--- config.mk ---
export PLATFORM = sky130hd
export DESIGN_NAME = oam_dma
export DESIGN_NICKNAME = d
export VERILOG_FILES = /design/src/rtl/oam_dma_pkg.sv /design/src/rtl/oam_dma.sv
export SDC_FILE = /design/constraint.sdc
export NUM_CORES = 1
export LEC_CHECK = 0
export ABC_CLOCK_PERIOD_IN_PS = 4600
export BUFFER_PORTS_ARGS = -buffer_cell sky130_fd_sc_hd__buf_2
export CELL_PAD_IN_SITES_DETAIL_PLACEMENT = 0
export CELL_PAD_IN_SITES_GLOBAL_PLACEMENT = 1
export CORE_MARGIN = 1.5
export CORE_UTILIZATION = 40
export DETAILED_ROUTE_END_ITERATION = 16
export PLACE_DENSITY_LB_ADDON = 0.1
export SLEW_MARGIN = 10
export SYNTH_ARGS = -nofsm -noshare
export SYNTH_HDL_FRONTEND = slang
export SYNTH_SLANG_ARGS = --single-unit
export TNS_END_PERCENT = 5
--- constraint.sdc ---
create_clock -name phi0 -period 4.6 [get_ports phi0]
set_clock_uncertainty 0.2 [all_clocks]
set_input_delay 0.23 -clock phi0 [delete_from_list [all_inputs] [get_ports phi0]]
set_output_delay 0.23 -clock phi0 [all_outputs]
set_load 0.01 [all_outputs]
--- src/rtl/oam_dma_pkg.sv ---
// oam_dma_pkg: shared definitions for the sprite-attribute DMA engine.
//   - bus address defines for the trigger register and the OAM data port
//   - dma_state_t: engine state encoding
//   - default address/width constants used as module parameter defaults
`ifndef OAM_DMA_PKG_DEFS
`define OAM_DMA_PKG_DEFS
`define OAM_DMA_ADDR  16'h4014
`define OAM_DATA_ADDR 16'h2004
`endif

package oam_dma_pkg;

  typedef enum logic [2:0] {
    IDLE,
    HALT,
    ALIGN,
    READ,
    WRITE
  } dma_state_t;

  // Byte index within the 256-byte source page.
  localparam int IDX_WIDTH = 8;

  localparam logic [15:0] TRIGGER_ADDR_DEFAULT  = `OAM_DMA_ADDR;
  localparam logic [15:0] OAM_DATA_ADDR_DEFAULT = `OAM_DATA_ADDR;

endpackage

--- src/rtl/oam_dma.sv ---
// oam_dma: copies one 256-byte page of memory into the PPU OAM data port.
// A CPU write of the page number to the trigger address starts the engine;
// the CPU is stalled through rdy while the engine owns the bus, alternating
// one READ cycle ({page, idx}) with one WRITE cycle (OAM data port).
//
// Ports:
//   phi0        clock, all state changes on the rising edge
//   reset_n     asynchronous active-low reset
//   cpu_addr    CPU address bus
//   cpu_d_out   CPU write data (page number on trigger)
//   cpu_r_w_n   CPU read/write strobe, 1 = read
//   mem_d_in    read data returned by memory during READ
//   rdy         CPU ready, 0 stalls the CPU
//   dma_active  engine owns the bus this cycle
//   dma_addr    bus address while active
//   dma_r_w_n   bus strobe while active
//   dma_d_out   bus write data while active
module oam_dma
  import oam_dma_pkg::*;
#(
  parameter int                    ADDR_WIDTH    = 16,
  parameter int                    REG_WIDTH     = 8,
  parameter logic [ADDR_WIDTH-1:0] TRIGGER_ADDR  = ADDR_WIDTH'(TRIGGER_ADDR_DEFAULT),
  parameter logic [ADDR_WIDTH-1:0] OAM_DATA_ADDR = ADDR_WIDTH'(OAM_DATA_ADDR_DEFAULT)
) (
  input  logic                  phi0,
  input  logic                  reset_n,
  input  logic [ADDR_WIDTH-1:0] cpu_addr,
  input  logic [REG_WIDTH-1:0]  cpu_d_out,
  input  logic                  cpu_r_w_n,
  input  logic [REG_WIDTH-1:0]  mem_d_in,
  output logic                  rdy,
  output logic                  dma_active,
  output logic [ADDR_WIDTH-1:0] dma_addr,
  output logic                  dma_r_w_n,
  output logic [REG_WIDTH-1:0]  dma_d_out
);

  dma_state_t            state_q, state_d;
  logic [REG_WIDTH-1:0]  page_q, page_d;
  logic [IDX_WIDTH-1:0]  idx_q, idx_d;
  logic [REG_WIDTH-1:0]  data_q, data_d;
  logic                  parity_q, parity_d;

  // Bus-facing outputs are registered from the next state so they change
  // only on the clock edge, in step with the state they describe.
  logic                  rdy_q, rdy_d;
  logic                  active_q, active_d;
  logic [ADDR_WIDTH-1:0] addr_q, addr_d;
  logic                  r_w_n_q, r_w_n_d;
  logic [REG_WIDTH-1:0]  d_out_q, d_out_d;

  logic trigger;
  assign trigger = !cpu_r_w_n && (cpu_addr == TRIGGER_ADDR);

  // Next-state logic.
  // NOTE: every signal written here gets a default first, so no path leaves
  // it unassigned and no latch is inferred; blocking '=' is correct in
  // combinational code, while the flop block below uses '<=' only.
  always_comb begin
    state_d  = state_q;
    page_d   = page_q;
    idx_d    = idx_q;
    data_d   = data_q;
    parity_d = ~parity_q;

    unique case (state_q)
      IDLE: begin
        if (trigger) begin
          page_d  = cpu_d_out;
          idx_d   = '0;
          state_d = HALT;
        end
      end
      HALT: begin
        // The CPU cannot be stopped on a write cycle; wait for a read.
        if (cpu_r_w_n) begin
          state_d = parity_q ? ALIGN : READ;
        end
      end
      ALIGN: begin
        state_d = READ;
      end
      READ: begin
        data_d  = mem_d_in;
        state_d = WRITE;
      end
      WRITE: begin
        // idx wraps inside the page; it never carries into the page bits.
        idx_d   = idx_q + IDX_WIDTH'(1);
        state_d = (idx_q == '1) ? IDLE : READ;
      end
      default: begin
        state_d = IDLE;
      end
    endcase
  end

  // Output values for the cycle that state_d describes.
  always_comb begin
    rdy_d    = (state_d == IDLE);
    active_d = (state_d == READ) || (state_d == WRITE);
    r_w_n_d  = (state_d != WRITE);
    addr_d   = '0;
    d_out_d  = '0;
    if (state_d == READ) begin
      addr_d = ADDR_WIDTH'({page_d, idx_d});
    end else if (state_d == WRITE) begin
      addr_d  = OAM_DATA_ADDR;
      d_out_d = data_d;
    end
  end

  always_ff @(posedge phi0 or negedge reset_n) begin
    if (!reset_n) begin
      state_q  <= IDLE;
      page_q   <= '0;
      idx_q    <= '0;
      data_q   <= '0;
      parity_q <= 1'b0;
      rdy_q    <= 1'b1;
      active_q <= 1'b0;
      addr_q   <= '0;
      r_w_n_q  <= 1'b1;
      d_out_q  <= '0;
    end else begin
      state_q  <= state_d;
      page_q   <= page_d;
      idx_q    <= idx_d;
      data_q   <= data_d;
      parity_q <= parity_d;
      rdy_q    <= rdy_d;
      active_q <= active_d;
      addr_q   <= addr_d;
      r_w_n_q  <= r_w_n_d;
      d_out_q  <= d_out_d;
    end
  end

  assign rdy        = rdy_q;
  assign dma_active = active_q;
  assign dma_addr   = addr_q;
  assign dma_r_w_n  = r_w_n_q;
  assign dma_d_out  = d_out_q;

endmodule

==> run summary <==
SETUP PATH
--------------------------------------------------------------------------------------
FF-to-FF path depth                                                                  4
Top fanout value on the critical path                                               17
Crit end category                                                                 flop
Reg2Reg Launch Point                                                        state_q[1]
Worst path max stage delay                                                     0.78 ns
End of the worst register-to-register path                                 dma_addr[8]
CP arrival                                                                     2.46 ns
Worst Setup Path Type                                                          reg2reg
Kind of launch point of the worst setup path                                      flop
Critical Path Slowest Stage Cell                                          sky130_fd_sc_hd__nor4_4
Register-to-Register Setup Slack                                               2.07 ns
Critical Path, Cell by Cell                                               or2_2 > nor4_4 > mux2_2 > nor2b_1
Data required time at the worst endpoint                                       4.53 ns

PLACE
--------------------------------------------------------------------------------------
Hpwl dp                                                                        2670 um
Routability-driven placement congestion ratio                                    0.780
IO buf count                                                                        61
Number of placed cells counting well taps                                          261
Setup WS pre-CTS                                                               1.90 ns

DRT
--------------------------------------------------------------------------------------
Remaining number of nets flagged by the antenna check after routing                  0
Total number of vias                                                              1385
Aggregate routed wire length                                                   3710 um
Number of DRC violations after detailed-routing iteration 0                         66
Number of vias per cell after detailed routing                                    4.84
Remaining DRCs                                                                       0
Number of detailed-routing iterations run before antenna repair                      4
Routed length per instance                                                     13.0 um

YOSYS
--------------------------------------------------------------------------------------
Number of warnings reported in the yosys synthesis log                               0
Share of the synthesized area in compound gates (AO/OA/AOI/OAI)                  7.39%
Adder and majority cell fraction of the synthesized area                        0.672%
Main combinational cell family by area after synthesis                    simple AND/OR/NAND/NOR gates
Synthesized Nets                                                                   189
Post-Synth XOR/XNOR Area                                                         1.41%
Portion of the post-synthesis area used by sequential elements                   63.3%
Number of distinct standard cells referenced by the synthesized netlist             38
Number of storage elements in the synthesis netlist                                 47
Multiplexer share of the synthesized area                                        4.77%
Cell area after technology mapping                                            1860 um2
Average cell area after synthesis                                             12.2 um2
Share of synthesized flip-flops with an asynchronous set or reset                 100%
EDFF count, synth                                                                    0
Area share of and/or/nand/nor cells after synthesis                              20.0%
Post-synth top flop                                                       sky130_fd_sc_hd__dfrtp_1
Synthesized instance count                                                         153

TIMING
--------------------------------------------------------------------------------------
Worst max-slew margin expressed relative to the limit                            30.3%
Period utilisation layout                                                        55.1%
Final setup violation count                                                          0
Max Clock Freq                                                                 395 MHz
Final hold slack                                                             0.0618 ns
Max Transition Viols Final                                                           0
Setup repair after global routing missed its margin                              false
Min setup slack post-route                                                     2.07 ns
Final critical-path required period                                            2.53 ns
Setup TNS                                                                         0 ns
Pin slew with the least headroom to its limit                                  1.04 ns
Final hold violations                                                                0

JOB
--------------------------------------------------------------------------------------
# Max-Cap Violations                                                                 0

CTS
--------------------------------------------------------------------------------------
Number of buffers inserted by post-CTS setup repair                                  0
CTS tree                                                                          done
Buffer levels on the longest clock path                                              2
H-Tree Depth                                                                         2
Clk_lat worst skew                                                             0.29 ns
Clk pin slew, worst setup/hold paths                                           0.08 ns
Clock root buffer master                                                  sky130_fd_sc_hd__clkbuf_8
Number of CTS-inserted buffers                                                       5
Clk sinks                                                                           47

GLOBAL ROUTING
--------------------------------------------------------------------------------------
Gr usage total                                                                   16.0%
Wire length of the first global-routing pass                                   6330 um
Vias in the first global route                                                    1437
GRT Residual Overflow                                                                0
Layer with the highest usage after global routing                                 met2
Largest net degree at the start of global routing                                   48
GRT met3 Usage                                                                   4.08%
Global routing usage on met2                                                     28.4%
Initial antenna violation count                                                      0
Met1 usage in global routing                                                     19.0%

HOLD PATH
--------------------------------------------------------------------------------------
Hold/Removal Path Class                                                         in2reg
Number of cells traversed by the worst hold path                                     3
Worst-case hold path end point                                              state_q[1]
Worst hold path startpoint                                                   cpu_r_w_n

FINAL LAYOUT
--------------------------------------------------------------------------------------
Share of post-route cells with drive strength above 1                            35.5%
Multi-input combinational cell area                                            638 um2
Net total in the final layout                                                      269
Sequential cell area                                                          1180 um2
Filler Cells Inserted                                                              383
Non-filler cells in the finished layout                                            286
Inserted Diodes                                                                      0
Layout overhead on the synthesized area                                          31.9%

POWER AND IR DROP
--------------------------------------------------------------------------------------
Leakage Power                                                                  1.26 nW
Total design power                                                           0.00115 W
Max IR drop VDD                                                               0.236 mV
Pwr Density                                                                 468 nW/um2

DIE
--------------------------------------------------------------------------------------
Die height                                                                     71.2 um
Number of placement rows                                                            24
Total Die Area                                                                5080 um2
Effective utilization at floorplan                                               42.2%
Ports                                                                               62
Horizontal die dimension                                                       71.2 um
Floorplan core area                                                           4410 um2

STATUS
--------------------------------------------------------------------------------------
Run status                                                                finished clean

how the worst max path moves through the flow:
stage,to,slack [ns],start,cells after the start
6_report,dma_addr[8],2.07,state_q[1],4
5_1_grt,dma_addr[10],1.91,idx_q[2],5
4_1_cts,dma_addr[8],2.03,state_q[1],4
3_5_place_dp,dma_addr[8],1.90,cpu_addr[10],6
3_3_place_gp,dma_addr[11],1.99,cpu_addr[5],6
2_1_floorplan,dma_addr[10],2.58,state_q[1],5
area by class of cell:
class	instances	share of cell area (%)
inverter	5	0.764
multi-input combinational	96	26.0
tap	52	2.65
timing repair buffer	78	19.3
clock inverter	1	0.204
sequential	47	48.0
clock buffer	7	3.11
routing by layer:
| layer | wire length [um] | share of wire [%] |
|---|---|---|
| met1 | 1550 | 42 |
| met2 | 1930 | 52 |
| met3 | 192 | 5.2 |
| met4 | 34 | 0.92 |
| met5 | 0 | 0 |
synth_stat cells, types with 2 or more instances:
master	instances	share of area, %
sky130_fd_sc_hd__nor2b_1	8	2.7
sky130_fd_sc_hd__dfstp_2	2	2.8
sky130_fd_sc_hd__mux2_2	7	4.2
sky130_fd_sc_hd__and2_1	8	2.7
sky130_fd_sc_hd__dfrtp_1	45	60
sky130_fd_sc_hd__nand3_1	8	2.1
sky130_fd_sc_hd__xor2_1	2	0.94
sky130_fd_sc_hd__nand3b_1	2	0.81
sky130_fd_sc_hd__o21ai_0	2	0.54
sky130_fd_sc_hd__buf_4	2	0.81
sky130_fd_sc_hd__and2b_1	2	0.81
sky130_fd_sc_hd__nor4_1	2	0.67
sky130_fd_sc_hd__a31oi_1	2	0.67
sky130_fd_sc_hd__o21a_1	2	0.81
sky130_fd_sc_hd__inv_1	5	1.0
sky130_fd_sc_hd__nor3_1	5	1.3
sky130_fd_sc_hd__nor2_1	12	2.4
sky130_fd_sc_hd__a21oi_1	5	1.3
sky130_fd_sc_hd__or3_1	2	0.67
sky130_fd_sc_hd__nand2_1	9	1.8
sky130_fd_sc_hd__or2_2	4	1.3
state kept, by name (all words and copies together) (netlist names):
| register | flops |
|---|---|
| dma_addr | 16 |
| dma_d_out | 8 |
| idx_q | 8 |
| page_q | 8 |
| state_q | 3 |
| dma_active | 1 |
| dma_r_w_n | 1 |
| parity_q | 1 |
| rdy | 1 |
cell usage in the layout, fill, tap and decap left out, types with 4 or more instances in the layout:
cell	Yosys	layout
sky130_fd_sc_hd__or2_2	4	4
sky130_fd_sc_hd__a21oi_1	5	5
sky130_fd_sc_hd__nor2_1	12	12
sky130_fd_sc_hd__inv_1	5	5
sky130_fd_sc_hd__nor3_1	5	5
sky130_fd_sc_hd__nor2b_1	8	8
sky130_fd_sc_hd__buf_2	1	61
sky130_fd_sc_hd__dlygate4sd3_1	0	17
sky130_fd_sc_hd__and2_1	8	8
sky130_fd_sc_hd__dfrtp_1	45	45
sky130_fd_sc_hd__clkbuf_8	0	5
sky130_fd_sc_hd__nand2_1	9	9
sky130_fd_sc_hd__mux2_2	7	7
sky130_fd_sc_hd__nand3_1	8	8
metrics by stage:
stage / util, % / instance area (um2)
floorplan: - / 1860
global placement: 50.0 / 2210
detailed placement: 50.0 / 2210
CTS: 55.7 / 2460
global route: 55.7 / 2460
finish: 55.7 / 2460
timing repair:
action                    in CTS  in global routing
hold buffers                  17                  0
hold endpoints to repair      61                  0
resized for setup              0                  0
kinds of logic after synthesis:
family          after synthesis
compound gates               18
xor+xnor                      3
fa+ha+maj                     1
simple gates                 66
buf+inv                      10
mux                           8
flops                        47
critical path, delay by kind of cell, from the launching register on:
kind / cells / cell delay, ns
and+or+nand+nor: 3 / 1.30
muxes: 1 / 0.43
DFF: 1 / 0.43
report_power, final:
group	internal [W]	switching, W
clock	0.000107	0.000125
combinational	0.000143	0.000205
sequential	0.000504	0.0000648
Power figures use the tool's default switching activity.
